<file path="config.mk">
export PLATFORM = sky130hd
export DESIGN_NAME = unidade_controle_jogo
export DESIGN_NICKNAME = d
export VERILOG_FILES = /design/src/rtl/lobinho_pkg.sv /design/src/rtl/unidade_controle_jogo.sv
export SDC_FILE = /design/constraint.sdc
export NUM_CORES = 1
export LEC_CHECK = 0
export CORE_UTILIZATION = 42
export CTS_BUF_LIST = sky130_fd_sc_hd__clkbuf_8 sky130_fd_sc_hd__clkbuf_16
export DETAILED_ROUTE_END_ITERATION = 10
export HOLD_SLACK_MARGIN = 0.15
export PLACE_DENSITY = 0.71
export SLEW_MARGIN = 20
export SYNTH_ARGS = -nofsm -noshare
export SYNTH_HDL_FRONTEND = slang
export SYNTH_SLANG_ARGS = --single-unit
</file>
<file path="constraint.sdc">
create_clock -name clock -period 2.1 [get_ports clock]
set_input_delay 0.315 -clock clock [delete_from_list [all_inputs] [get_ports clock]]
set_output_delay 0.315 -clock clock [all_outputs]
set_load 0.02 [all_outputs]
</file>
<file path="src/rtl/lobinho_pkg.sv">
// Shared definitions for the PoliLobinho game: controller state codes,
// player class codes, game constants and the Moore output decode.
package lobinho_pkg;

  localparam int NUM_JOGADORES = 5;
  localparam int LIMITE_MORTES = 3;

  // Controller state codes; db_estado exposes these values directly.
  typedef enum logic [4:0] {
    INICIAL          = 5'd0,
    ESPERA_INICIO    = 5'd1,
    CARREGA_SEED     = 5'd2,
    NOITE_PREP       = 5'd3,
    VERIFICA_JOGADOR = 5'd4,
    MOSTRA_CLASSE    = 5'd5,
    PROCESSA         = 5'd6,
    CHECA_JOGADA     = 5'd7,
    PROXIMO          = 5'd8,
    ELIMINA          = 5'd9,
    CHECA_NOITE      = 5'd10,
    DIA_VOTO         = 5'd11,
    VOTA             = 5'd12,
    CHECA_VOTO       = 5'd13,
    MORRE            = 5'd14,
    CHECA_DIA        = 5'd15,
    FIM_ALDEIA       = 5'd16,
    FIM_LOBO         = 5'd17
  } estado_t;

  // Player class codes as stored by the datapath.
  typedef enum logic [1:0] {
    ALDEAO  = 2'b00,
    LOBO    = 2'b01,
    MEDICO  = 2'b10,
    NENHUMA = 2'b11
  } classe_t;

  // Datapath controls decoded from the state. 'proximo' marks the PROXIMO
  // state; the top gates it with CJ_fim to form inc_jogador.
  typedef struct packed {
    logic rst_global;
    logic zera_CS;
    logic zera_CJ;
    logic inc_seed;
    logic e_seed_reg;
    logic proximo;
    logic mostra_classe;
    logic processar_acao;
    logic avaliar_eliminacao;
    logic voto;
    logic morra;
    logic fim_aldeia;
    logic fim_lobo;
  } controle_t;

  // Moore decode: every control is 0 except those listed for the state.
  function automatic controle_t decodifica(input estado_t e);
    controle_t c;
    c = '0;
    case (e)
      INICIAL: begin
        c.rst_global = 1'b1;
        c.zera_CS    = 1'b1;
        c.zera_CJ    = 1'b1;
      end
      ESPERA_INICIO: c.inc_seed   = 1'b1;
      CARREGA_SEED:  c.e_seed_reg = 1'b1;
      NOITE_PREP:    c.zera_CJ    = 1'b1;
      MOSTRA_CLASSE: c.mostra_classe = 1'b1;
      PROCESSA: begin
        c.mostra_classe  = 1'b1;
        c.processar_acao = 1'b1;
      end
      PROXIMO:    c.proximo            = 1'b1;
      ELIMINA:    c.avaliar_eliminacao = 1'b1;
      VOTA:       c.voto               = 1'b1;
      MORRE:      c.morra              = 1'b1;
      FIM_ALDEIA: c.fim_aldeia         = 1'b1;
      FIM_LOBO:   c.fim_lobo           = 1'b1;
      default: ;
    endcase
    return c;
  endfunction

endpackage

</file>
<file path="src/rtl/unidade_controle_jogo.sv">
// Control FSM for the PoliLobinho game. Sequences seed capture, the night
// turns of every player, night elimination, day vote/lynch and win detection,
// driving all control inputs of fluxo_dados.
// Optional build macro UNIDADE_CONTROLE_TIMEOUT_EN adds an idle timeout to the
// MOSTRA_CLASSE and DIA_VOTO wait states.
module unidade_controle_jogo
  import lobinho_pkg::*;
#(
  parameter int TIMEOUT_CYCLES = 50000000,
  parameter int TW             = 26
) (
  input  logic       clock,
  input  logic       reset,
  input  logic       iniciar,
  input  logic       confirmar,
  input  logic       CJ_fim,
  input  logic       jogador_vivo,
  input  logic       jogou,
  input  logic       votou,
  input  logic       acertou,
  input  logic       sinal_lobo_ganhou,
  output logic       rst_global,
  output logic       zera_CS,
  output logic       zera_CJ,
  output logic       inc_seed,
  output logic       e_seed_reg,
  output logic       inc_jogador,
  output logic       mostra_classe,
  output logic       processar_acao,
  output logic       avaliar_eliminacao,
  output logic       voto,
  output logic       morra,
  output logic       fim_aldeia,
  output logic       fim_lobo,
  output logic [4:0] db_estado
);

  // The timeout counter must be able to reach TIMEOUT_CYCLES-1.
  if (TIMEOUT_CYCLES > (1 << TW)) begin : g_tw_check
    $error("TW too narrow for TIMEOUT_CYCLES");
  end

  estado_t   estado;
  estado_t   estado_next;
  controle_t ctrl_q;
  logic      expirou;

  // Next-state logic for the whole game sequence.
  // NOTE: default assignment first so no path through the case leaves
  // estado_next unassigned, which would otherwise infer a latch.
  always_comb begin
    estado_next = estado;
    case (estado)
      INICIAL:          estado_next = ESPERA_INICIO;
      ESPERA_INICIO:    if (iniciar) estado_next = CARREGA_SEED;
      CARREGA_SEED:     estado_next = NOITE_PREP;
      NOITE_PREP:       estado_next = VERIFICA_JOGADOR;
      VERIFICA_JOGADOR: estado_next = jogador_vivo ? MOSTRA_CLASSE : PROXIMO;
      MOSTRA_CLASSE: begin
        // confirmar wins over a timeout in the same cycle
        if (confirmar)    estado_next = PROCESSA;
        else if (expirou) estado_next = PROXIMO;
      end
      PROCESSA:         estado_next = CHECA_JOGADA;
      CHECA_JOGADA:     estado_next = jogou ? PROXIMO : MOSTRA_CLASSE;
      PROXIMO:          estado_next = CJ_fim ? ELIMINA : VERIFICA_JOGADOR;
      ELIMINA:          estado_next = CHECA_NOITE;
      CHECA_NOITE:      estado_next = sinal_lobo_ganhou ? FIM_LOBO : DIA_VOTO;
      DIA_VOTO: begin
        if (confirmar)    estado_next = VOTA;
        else if (expirou) estado_next = NOITE_PREP;
      end
      VOTA:             estado_next = CHECA_VOTO;
      CHECA_VOTO:       estado_next = votou ? MORRE : DIA_VOTO;
      MORRE:            estado_next = CHECA_DIA;
      CHECA_DIA: begin
        if (acertou)                estado_next = FIM_ALDEIA;
        else if (sinal_lobo_ganhou) estado_next = FIM_LOBO;
        else                        estado_next = NOITE_PREP;
      end
      FIM_ALDEIA:       if (iniciar) estado_next = INICIAL;
      FIM_LOBO:         if (iniciar) estado_next = INICIAL;
      default:          estado_next = INICIAL;
    endcase
  end

  // State register with registered Moore outputs decoded from the next state,
  // so outputs line up with db_estado in the same cycle.
  // NOTE: non-blocking assignments for all sequential state so every register
  // samples the pre-edge values regardless of statement order.
  always_ff @(posedge clock) begin
    if (reset) begin
      estado <= INICIAL;
      ctrl_q <= decodifica(INICIAL);
    end else begin
      estado <= estado_next;
      ctrl_q <= decodifica(estado_next);
    end
  end

`ifdef UNIDADE_CONTROLE_TIMEOUT_EN
  logic [TW-1:0] tmo_cnt;
  logic          em_espera;

  assign em_espera = (estado == MOSTRA_CLASSE) || (estado == DIA_VOTO);
  assign expirou   = em_espera && (tmo_cnt == TW'(TIMEOUT_CYCLES - 1));

  // Idle counter: restarts on every state change, runs only while waiting.
  always_ff @(posedge clock) begin
    if (reset || (estado_next != estado)) begin
      tmo_cnt <= '0;
    end else if (em_espera) begin
      tmo_cnt <= tmo_cnt + 1'b1;
    end
  end
`else
  assign expirou = 1'b0;
`endif

  assign rst_global         = ctrl_q.rst_global;
  assign zera_CS            = ctrl_q.zera_CS;
  assign zera_CJ            = ctrl_q.zera_CJ;
  assign inc_seed           = ctrl_q.inc_seed;
  assign e_seed_reg         = ctrl_q.e_seed_reg;
  // The player counter must never advance past the last player.
  assign inc_jogador        = ctrl_q.proximo & ~CJ_fim;
  assign mostra_classe      = ctrl_q.mostra_classe;
  assign processar_acao     = ctrl_q.processar_acao;
  assign avaliar_eliminacao = ctrl_q.avaliar_eliminacao;
  assign voto               = ctrl_q.voto;
  assign morra              = ctrl_q.morra;
  assign fim_aldeia         = ctrl_q.fim_aldeia;
  assign fim_lobo           = ctrl_q.fim_lobo;
  assign db_estado          = estado;

endmodule
</file>
==> impl_metrics.ini, run 1 <==
[synthesis]
ys_seq_area_frac = 0.337
synth_ff_type = dfxtp_1
synth_nets = 131
syn_avg_cell_area_um2 = 8.34
synth.cell_area_um2 = 1010
async_reset_ff_frac = 0
yosysUniqueCellTypes = 46
synth.area.top_cells = dfxtp_1, nor2_1, buf_6
ys_ff_latch = 17
ys_warn_count = 0
synth.top_cell.area_share = 0.337
netlist_instances = 121
synth_edf_count = 0
yosysTopAreaCell = dfxtp_1

[finish]
drive_above_1_share = 0.205
syn_to_final_growth_pct = 41.8
largest_reg_flops = 5
num_antenna_cells = 0
post-route-util = 0.641
nets = 172

[timing]
finalHoldViolCount = 0
whs_ns = 0.773
finalMaxSlewViolations = 0
period_minus_slack_ns = 2.01
period_share = 0.957
setup_viol = 0
fin_ws_ns = 0.0894
worstMarginPinSlew_ns = 0.415
slew_headroom = 0.720
grt_setup_unrepaired = no
fmax_mhz = 497
clock_skew_ns = 0.00178

[die]
core_area_um2 = 2230
core.rowCount = 17
ios = 28
die_w_um = 51.0
dieArea_um2 = 2600
initial_core_util = 0.452
fp.dieH_um = 51.0

[worst_setup_path]
cp.required_ns = 1.78
crit_type = in -> out
critPathLaunchType = input pin
cp-end-kind = output pin
critPathArrivalTime_ns = 1.70
cp_max_fo = 4
reg2reg_depth = 6

[detailed_routing]
drc = 0
num_vias = 1030
wl_per_cell_um = 14.0
dr.pass1.iters = 4
finalWirelength_um = 2650
avgViaCountPerCell = 5.45
dr.first_iter.drc_count = 26
ant_nets = 0

[power]
power_w = 0.00200
vdd_drop_max_mv = 1.01
power_density_nw_per_um2 = 1400
p_leak_nw = 0.554

[placement]
gp_congestion = 0.937
dp_hpwl_um = 2010
io_buffers = 27
dpl_worst_slack_ns = -0.121

[global_routing]
grt_pass1_wl_um = 4370
grt_antenna_before_repair = 0
grt_remaining_overflow = 0
first_global_vias = 981
grt_start_max_net_pins = 16
grtUsageTotal = 0.227

[worst_hold_path]
hp-class = reg -> reg
min_path_cells = 2

[clock_tree]
clockBufferDepth = 2
cts_htree_levels = 1
cts_hold_buf = 0
worst_skew_pair.late_latency_ns = 0.25
numCtsBuffers = 3
cts.clk_slew.worst_paths_ns = 0.06
cts_tree = built
cts_setup_buffers = 0
clkSinkCount = 17
clock-root-buffer = clkbuf_8

[status]
outcome = completed

[job]
drv_cap = 0
## where the power goes
group          total [W]  leakage, nW  internal [W]  switching (W)
registers       0.000492        0.140      0.000402      0.0000909
clock network   0.000234       0.0255      0.000131       0.000103
logic            0.00127        0.389      0.000644       0.000630
total            0.00200        0.554       0.00118       0.000823
## metrics by stage
stage / cell area, µm² / TNS, ns / cells
CTS: 1420 / 0 / 189
global placement: 1380 / -0.293 / 185
floorplan: 1010 / 0 / 121
global route: 1430 / 0 / 189
detailed placement: 1380 / -0.474 / 185
finish: 1430 / 0 / 189
## worst max-delay path, stage by stage
cell,delay (ns)
clkdlybuf4s50_1,0.49
buf_4,0.17
nor2b_1,0.09
clkdlybuf4s50_1,0.62
## timing repair
action	4_1_cts	5_1_grt
endpoints found under the hold margin	0	0
setup endpoints to repair	0	10
gates resized for setup	0	4
## cell usage in the layout, fill, tap and decap left out, drive strengths merged, types with 2 or more instances in the layout
cell | synthesis | final
clkdlybuf4s50 | 0 | 27
buf | 9 | 20
nor2 | 17 | 17
dfxtp | 17 | 17
nor3 | 7 | 7
nand3 | 5 | 5
a21oi | 5 | 5
nand2 | 5 | 5
nand3b | 4 | 4
inv | 4 | 4
or2 | 4 | 4
nor2b | 3 | 3
o21bai | 3 | 3
nand2b | 3 | 3
a31oi | 3 | 3
clkbuf | 2 | 3
or3b | 2 | 2
nor3b | 2 | 2
or4 | 2 | 2
o21ai | 2 | 2
## logic make-up after synthesis
family                 synth area share
XOR/XNOR                         0.0174
AND/OR/NAND/NOR                   0.336
buffers and inverters             0.104
flip-flops                        0.337
AO/OA/AOI/OAI                     0.191
multiplexers                     0.0149
## cell usage after synthesis (all sizes together) (2+ instances only)
library cell	n
a21oi	5
clkbuf	2
nor2	17
or2	4
nand3	5
or3b	2
nand2b	3
o21bai	3
nor3b	2
dfxtp	17
nor3	7
inv	4
or4	2
nand2	5
nand3b	4
a31oi	3
buf	9
o21ai	2
nor2b	3
## metal layers
layer	up-vias	track usage	wire [µm]
met5	-	0	0
met4	0	0.130	42
met3	6	0.0298	123
met2	29	0.373	1250
met1	478	0.282	1240
li1	517	-	-
## layout make-up
class                      count  area [µm²]
clock buffer                   3        41.3
clock inverter                 1        5.00
fill                         207         802
inverter                       4        15.0
multi-input combinational     89         571
sequential                    17         344
tap                           28        35.0
timing repair buffer          47         420
## final timing paths
path	endpoint	start	slack, ns
hold / removal	db_estado[4]$_SDFF_PP0_	db_estado[4]$_SDFF_PP0_	0.77
setup reg to reg	zera_CJ$_SDFF_PP1_	db_estado[1]$_SDFF_PP0_	0.14
setup / recovery	inc_jogador	CJ_fim	0.09
hold reg to reg	db_estado[4]$_SDFF_PP0_	db_estado[4]$_SDFF_PP0_	0.77
No activity file was read; power rests on OpenSTA's default activity.
==> run 2, diff against run 1 <==
--- a/config.mk
+++ b/config.mk
@@ -10,6 +10,7 @@
 export DETAILED_ROUTE_END_ITERATION = 10
 export HOLD_SLACK_MARGIN = 0.15
 export PLACE_DENSITY = 0.71
+export SKIP_LAST_GASP = 1
 export SLEW_MARGIN = 20
 export SYNTH_ARGS = -nofsm -noshare
 export SYNTH_HDL_FRONTEND = slang
==> results of run 2 <==
Final layout, timing and power as in run 1 (identical DEF).
